## config.mk

```make
export PLATFORM = sky130hd
export DESIGN_NAME = bus_source_arbiter
export DESIGN_NICKNAME = d
export VERILOG_FILES = /design/src/rtl/bus_source_arbiter_pkg.sv /design/src/rtl/bus_source_arbiter_rr_priority_pick.sv /design/src/rtl/bus_source_arbiter.sv
export SDC_FILE = /design/constraint.sdc
export NUM_CORES = 1
export LEC_CHECK = 0
export ABC_AREA = 1
export ABC_CLOCK_PERIOD_IN_PS = 6730
export CAP_MARGIN = 20
export CORE_MARGIN = 2
export CORE_UTILIZATION = 35
export DETAILED_ROUTE_END_ITERATION = 10
export HOLD_SLACK_MARGIN = 0.03
export PLACE_DENSITY = 0.62
export SLEW_MARGIN = 20
export SYNTH_ARGS = -nofsm -noshare
export SYNTH_HDL_FRONTEND = slang
export SYNTH_SLANG_ARGS = --single-unit
```

## constraint.sdc

```tcl
create_clock -name Clock -period 6.73 [get_ports Clock]
set_clock_uncertainty 0.1 [all_clocks]
set_input_delay 1.6825 -clock Clock [delete_from_list [all_inputs] [get_ports Clock]]
set_output_delay 1.6825 -clock Clock [all_outputs]
set_load 0.05 [all_outputs]
```

## src/rtl/bus_source_arbiter_pkg.sv

```systemverilog
// Shared definitions for the bus source arbiter: source count and FSM encoding.
package bus_source_arbiter_pkg;

   localparam int N_SRC = 32;
   localparam int PTR_W = 5;

   typedef enum logic [1:0] {
      S_IDLE  = 2'd0,
      S_GRANT = 2'd1,
      S_GAP   = 2'd2
   } arb_state_t;

endpackage

```

## src/rtl/bus_source_arbiter_rr_priority_pick.sv

```systemverilog
// Round-robin winner search: first requesting source at or after Ptr, modulo 32.
module rr_priority_pick
   import bus_source_arbiter_pkg::*;
(
   input  logic [N_SRC-1:0] Req,
   input  logic [PTR_W-1:0] Ptr,
   output logic             Any,
   output logic [PTR_W-1:0] Win
);

   logic [N_SRC-1:0] rot;
   logic [PTR_W-1:0] idx;

   // Rotate so Ptr lands on bit 0, take the lowest set bit, then undo the rotation.
   always_comb begin
      rot = N_SRC'({Req, Req} >> Ptr);
      idx = '0;
      for (int i = N_SRC - 1; i >= 0; i--) begin
         if (rot[i]) idx = PTR_W'(i);
      end
   end

   assign Any = |Req;
   assign Win = idx + Ptr;

endmodule

```

## src/rtl/bus_source_arbiter.sv

```systemverilog
// Round-robin bus source arbiter producing a registered one-hot drive select.
//
//  state   | meaning
//  --------+-----------------------------------------------------------
//  S_IDLE  | no owner; pick next requester from Ptr, grant on next edge
//  S_GRANT | owner holds bus; exits on Release, Req drop, or hold timeout
//  S_GAP   | one turnaround cycle with Grant=0; pending Req ignored
module bus_source_arbiter
   import bus_source_arbiter_pkg::*;
#(
   parameter int N        = N_SRC,
   parameter int MAX_HOLD = 16,
   parameter int CW       = 5
)(
   input  logic         Clock,
   input  logic         Reset_n,
   input  logic [N-1:0] Req,
   input  logic         Release,
   output logic [N-1:0] Grant,
   output logic         Busy,
   output logic         Timeout
);

   localparam logic [CW-1:0] HOLD_LAST = CW'((MAX_HOLD > 0) ? MAX_HOLD - 1 : 0);

   arb_state_t       state_q, state_d;
   logic [PTR_W-1:0] ptr_q, ptr_d;
   logic [PTR_W-1:0] owner_q, owner_d;
   logic [CW-1:0]    cnt_q, cnt_d;
   logic [N-1:0]     grant_d;
   logic             busy_d;
   logic             timeout_d;
   logic             any;
   logic [PTR_W-1:0] win;
   logic             drop;
   logic             hold_exp;

   rr_priority_pick u_pick (
      .Req (Req),
      .Ptr (ptr_q),
      .Any (any),
      .Win (win)
   );

   // A Release pulse or a withdrawn request both count as a normal release;
   // the timeout only reports when neither is present.
   assign drop     = Release || !Req[owner_q];
   assign hold_exp = (MAX_HOLD != 0) && (cnt_q == HOLD_LAST);

   // State, pointer, hold counter and output flops.
   always_ff @(posedge Clock or negedge Reset_n) begin
      if (!Reset_n) begin
         state_q <= S_IDLE;
         ptr_q   <= '0;
         owner_q <= '0;
         cnt_q   <= '0;
         Grant   <= '0;
         Busy    <= 1'b0;
         Timeout <= 1'b0;
      end else begin
         state_q <= state_d;
         ptr_q   <= ptr_d;
         owner_q <= owner_d;
         cnt_q   <= cnt_d;
         Grant   <= grant_d;
         Busy    <= busy_d;
         Timeout <= timeout_d;
      end
   end

   // Next-state and next-output logic.
   always_comb begin
      state_d   = state_q;
      ptr_d     = ptr_q;
      owner_d   = owner_q;
      cnt_d     = cnt_q;
      grant_d   = Grant;
      busy_d    = Busy;
      timeout_d = 1'b0;
      unique case (state_q)
         S_IDLE: begin
            if (any) begin
               grant_d      = '0;
               grant_d[win] = 1'b1;
               busy_d       = 1'b1;
               owner_d      = win;
               cnt_d        = '0;
               state_d      = S_GRANT;
            end
         end
         S_GRANT: begin
            if (drop || hold_exp) begin
               grant_d   = '0;
               busy_d    = 1'b0;
               ptr_d     = owner_q + PTR_W'(1);
               timeout_d = hold_exp && !drop;
               state_d   = S_GAP;
            end else begin
               cnt_d = cnt_q + CW'(1);
            end
         end
         S_GAP: begin
            state_d = S_IDLE;
         end
         default: begin
            grant_d = '0;
            busy_d  = 1'b0;
            state_d = S_IDLE;
         end
      endcase
   end

   // Encoder safety: never multi-hot, and Busy tracks Grant exactly.
   a_onehot0: assert property (@(posedge Clock) disable iff (!Reset_n) $onehot0(Grant));
   a_busy:    assert property (@(posedge Clock) disable iff (!Reset_n) Busy == (|Grant));

endmodule

```

==> key figures, run 1 <==
Status
  – Outcome: complete, no violations

Pwr
  – Switch Pwr: roughly 2.1 mW
  – Int Power: between 1 and 1.5 mW
  – Gate power share: roughly 78%
  – Leakage: roughly 3 nW
  – Switching Fraction: 60.1%
  – VDD IR max: between 0.2 and 0.25 mV
  – Part of the power in the clock network: approximately 8.2%
  – Power Density: approximately 580 nW/um^2
  – Sequential Power Share: 14.1%

Timing
  – RSZ-0062 raised after global routing: no
  – Worst slew margin: 36.0%
  – Fin Hold WS: roughly 390 ps
  – Min Tclk post-route: 5850 ps
  – Setup WS post-layout: 878 ps
  – Fin. max-slew vios: 0
  – Final Hold Vio Count: 0
  – Final Cycle Share: around 87%
  – Slew of the pin with the lowest slew margin: around 960 ps
  – Total negative slack: 0 ps
  – Setup violations, final: 0
  – Fmax: between 150 and 200 MHz

Worst hold path
  – Worst hold path depth: 2
  – Hold WC Path Type: flop to flop

Finish
  – Layout cell share with drive strength beyond 1: under 10%
  – Fin util: 43.2%
  – Final Net Count: about 900
  – Antenna diodes: 0
  – FILL cells: about 1.4k
  – Final Cell Area: 5930 sq um
  – Synth-to-layout area growth: 21.9%

GRT
  – Initial antenna violation count: 0
  – Gr usage total: between 20% and 30%
  – Largest net degree at the start of global routing: 52
  – Remaining global-route overflow: 0
  – Global-route wire length before repair: ~26000 um
  – Vias in the first global route: 5203

Place
  – Dpl hpwl: roughly 12000 um
  – Total placed instance area: about 5600 sq um
  – IO Port Bufs: 68
  – Placement Setup Slack: 188 ps
  – Gpl congestion: slightly below 1

Clock tree
  – Clock root cell: clkbuf_16
  – CTS hold repair buffers: 0
  – Setup Fix Bufs, Post-CTS: 0
  – H-tree depth: 2
  – Num CTS Buffers: 5
  – Sinks on Clock Net: 51
  – Reg clk slew, reported paths: 70 ps
  – Longest Clk Path Bufs: 2
  – Clk Latency, worst-skew pair: roughly 290 ps
  – Post-CTS sizing: 0
  – CTS tree: yes

Synthesis
  – Post-synth EDFFs: 0
  – Main synth FF type: dfrtp_1
  – Seq/Total Area, Yosys: 26.3%
  – Ys async rst share: 100%
  – Share of the synthesized area in the top cell type: 26.3%
  – Synth area leaders: dfrtp_1 26%, nand3_1 19%, nand2_1 18%, o21ai_0 8.5%, nor2_1 3.9%
  – Synth Cell Area: 4860 sq um
  – Area leader, netlist: dfrtp_1
  – Avg Cell Area, Syn: roughly 6 sq um
  – Syn nets: 842
  – Yosys cell types: 39
  – Yosys reg bits: just over 50
  – YS warnings: 0
  – Gate Count Post-Synth: approximately 800

Critical path
  – Worst Path Class, Setup: input pin to flop
  – Slowest cell on crit path: fa_1
  – Worst path arrival time: approximately 6000 ps
  – CP Capture Type: flop
  – Most frequent CP cell: nand2_1
  – R2R depth: 47
  – Crit path max fanout: 4
  – Slowest stage delay, CP: around 400 ps
  – Crit path launch type: input pin
  – Critical Path RT: 6840 ps
  – FF-to-FF setup slack: about 1500 ps

Drt
  – Routed len/inst: around 16 um
  – Routed wire length: roughly 16000 um
  – DR vias/cell: roughly 5.4
  – Drt pass-1 iters: 7
  – DR vias: 5561
  – DRC: 0
  – Iteration-0 DRC count of the detailed router: roughly 550
  – Antenna Violating Nets Remaining: 0

Die
  – Die area: around 15000 sq um
  – FP Rows: 43
  – Overall die height: between 100 and 150 um
  – Initial Util: between 30% and 40%
  – Die X: 122 um
  – I/O Pins: 69
  – Core area: ~14000 sq um

Job
  – MaxCap Viol Count: 0
## registers in the layout (all words and copies together), names as in the netlist
name	count
Busy	1
Grant	32
cnt_q	5
state_q	2
owner_q	5
Timeout	1
ptr_q	5
## power groups by stage
stage | Sequential (mW) | Clock, mW | Combinational (mW)
floorplan | 0.561 | 0 | 1.89
global placement | 0.489 | 0 | 2.56
detailed placement | 0.486 | 0 | 2.56
CTS | 0.481 | 0.286 | 2.57
global route | 0.495 | 0.298 | 3.01
finish | 0.483 | 0.281 | 2.65
## layer usage
metal	vias up	wire length (um)	global-route usage (%)
met5	-	0	0
met4	0	600	7.76
met3	51	965	2.43
met2	221	7140	35.2
met1	2506	7250	30.1
li1	2783	-	-
## layout make-up
type / count / area [sq um] / area share, %
clock buffers: 5 / 125 / 2.11
clock inverters: 2 / 37.5 / 0.633
inverters: 54 / 210 / 3.55
multi-input cells: 650 / 3200 / 54.0
flip-flops and latches: 51 / 1280 / 21.5
well taps: 180 / 225 / 3.80
repair buffers: 81 / 853 / 14.4
## synth_stat cells (3+ instances only)
cell and count:
o21ai_0 83, nand2_2 8, buf_6 3, nand2_4 3
xor2_1 5, o21ai_1 16, dfrtp_1 51, nand3_1 180
mux2i_1 3, buf_4 7, inv_2 5, ha_1 7
nor2_1 51, inv_1 47, a31oi_1 15, a21oi_1 3
buf_2 20, nor3_1 7, o21ai_2 4, clkbuf_1 12
o22ai_1 9, nand2_1 233, nor4_1 8
## critical path, delay by kind of cell
kind            cells  cell delay (ps)
compound gates      2              200
xor+xnor            1              150
fa+ha+maj           2              600
simple gates       42             3040
buf+inv             2              250
## stage by stage
step	instances	total power [mW]
after global routing	1023	3.80
after detailed placement	1016	3.05
after global placement	1016	3.05
after floorplan	799	2.45
final	1023	3.41
after CTS	1023	3.34
## cell usage in the layout (no fill, tap or decap), drive strengths merged, types with 7 or more instances in the layout
master | synthesis | layout
nand2 | 244 | 244
nand3 | 182 | 182
o21ai | 103 | 103
inv | 54 | 54
dfrtp | 51 | 51
nor2 | 51 | 51
clkdlybuf4s50 | 0 | 35
dlymetal6s2s | 0 | 32
a31oi | 15 | 15
buf | 32 | 14
o22ai | 9 | 9
nor4 | 8 | 8
nor3 | 7 | 7
ha | 7 | 7
## final timing paths
kind / from / end
max in group asynchronous: Reset_n / owner_q[0]$_DFFE_PN0P_
worst min-delay path: Busy$_DFFE_PN0P_ / Busy$_DFFE_PN0P_
min in group asynchronous: Reset_n / Grant[14]$_DFFE_PN0P_
worst max-delay path: Req[1] / Grant[13]$_DFFE_PN0P_
worst max register to register: ptr_q[1]$_DFFE_PN0P_ / Grant[13]$_DFFE_PN0P_
worst min register to register: Busy$_DFFE_PN0P_ / Busy$_DFFE_PN0P_
## cell families (layout without fill, tap and decap cells)
family | Yosys count | in the layout | share of synthesized area (%)
AO/OA/AOI/OAI | 137 | 137 | 15.5
adder cells (fa/ha/maj) | 8 | 8 | 2.21
flip-flops | 51 | 51 | 26.3
XOR/XNOR | 6 | 6 | 1.08
multiplexers | 3 | 3 | 0.618
AND/OR/NAND/NOR | 496 | 496 | 44.9
buffers and inverters | 98 | 142 | 9.47
No activity file was read; power rests on OpenSTA's default activity.
==> run 2: changes to the inputs <==
--- a/config.mk
+++ b/config.mk
@@ -7,7 +7,7 @@
 export LEC_CHECK = 0
 export ABC_AREA = 1
 export ABC_CLOCK_PERIOD_IN_PS = 6730
-export CAP_MARGIN = 20
+export CAP_MARGIN = 5
 export CORE_MARGIN = 2
 export CORE_UTILIZATION = 35
 export DETAILED_ROUTE_END_ITERATION = 10
==> results of run 2 <==
No change in the layout: final DEF, timing and power equal those of run 1.
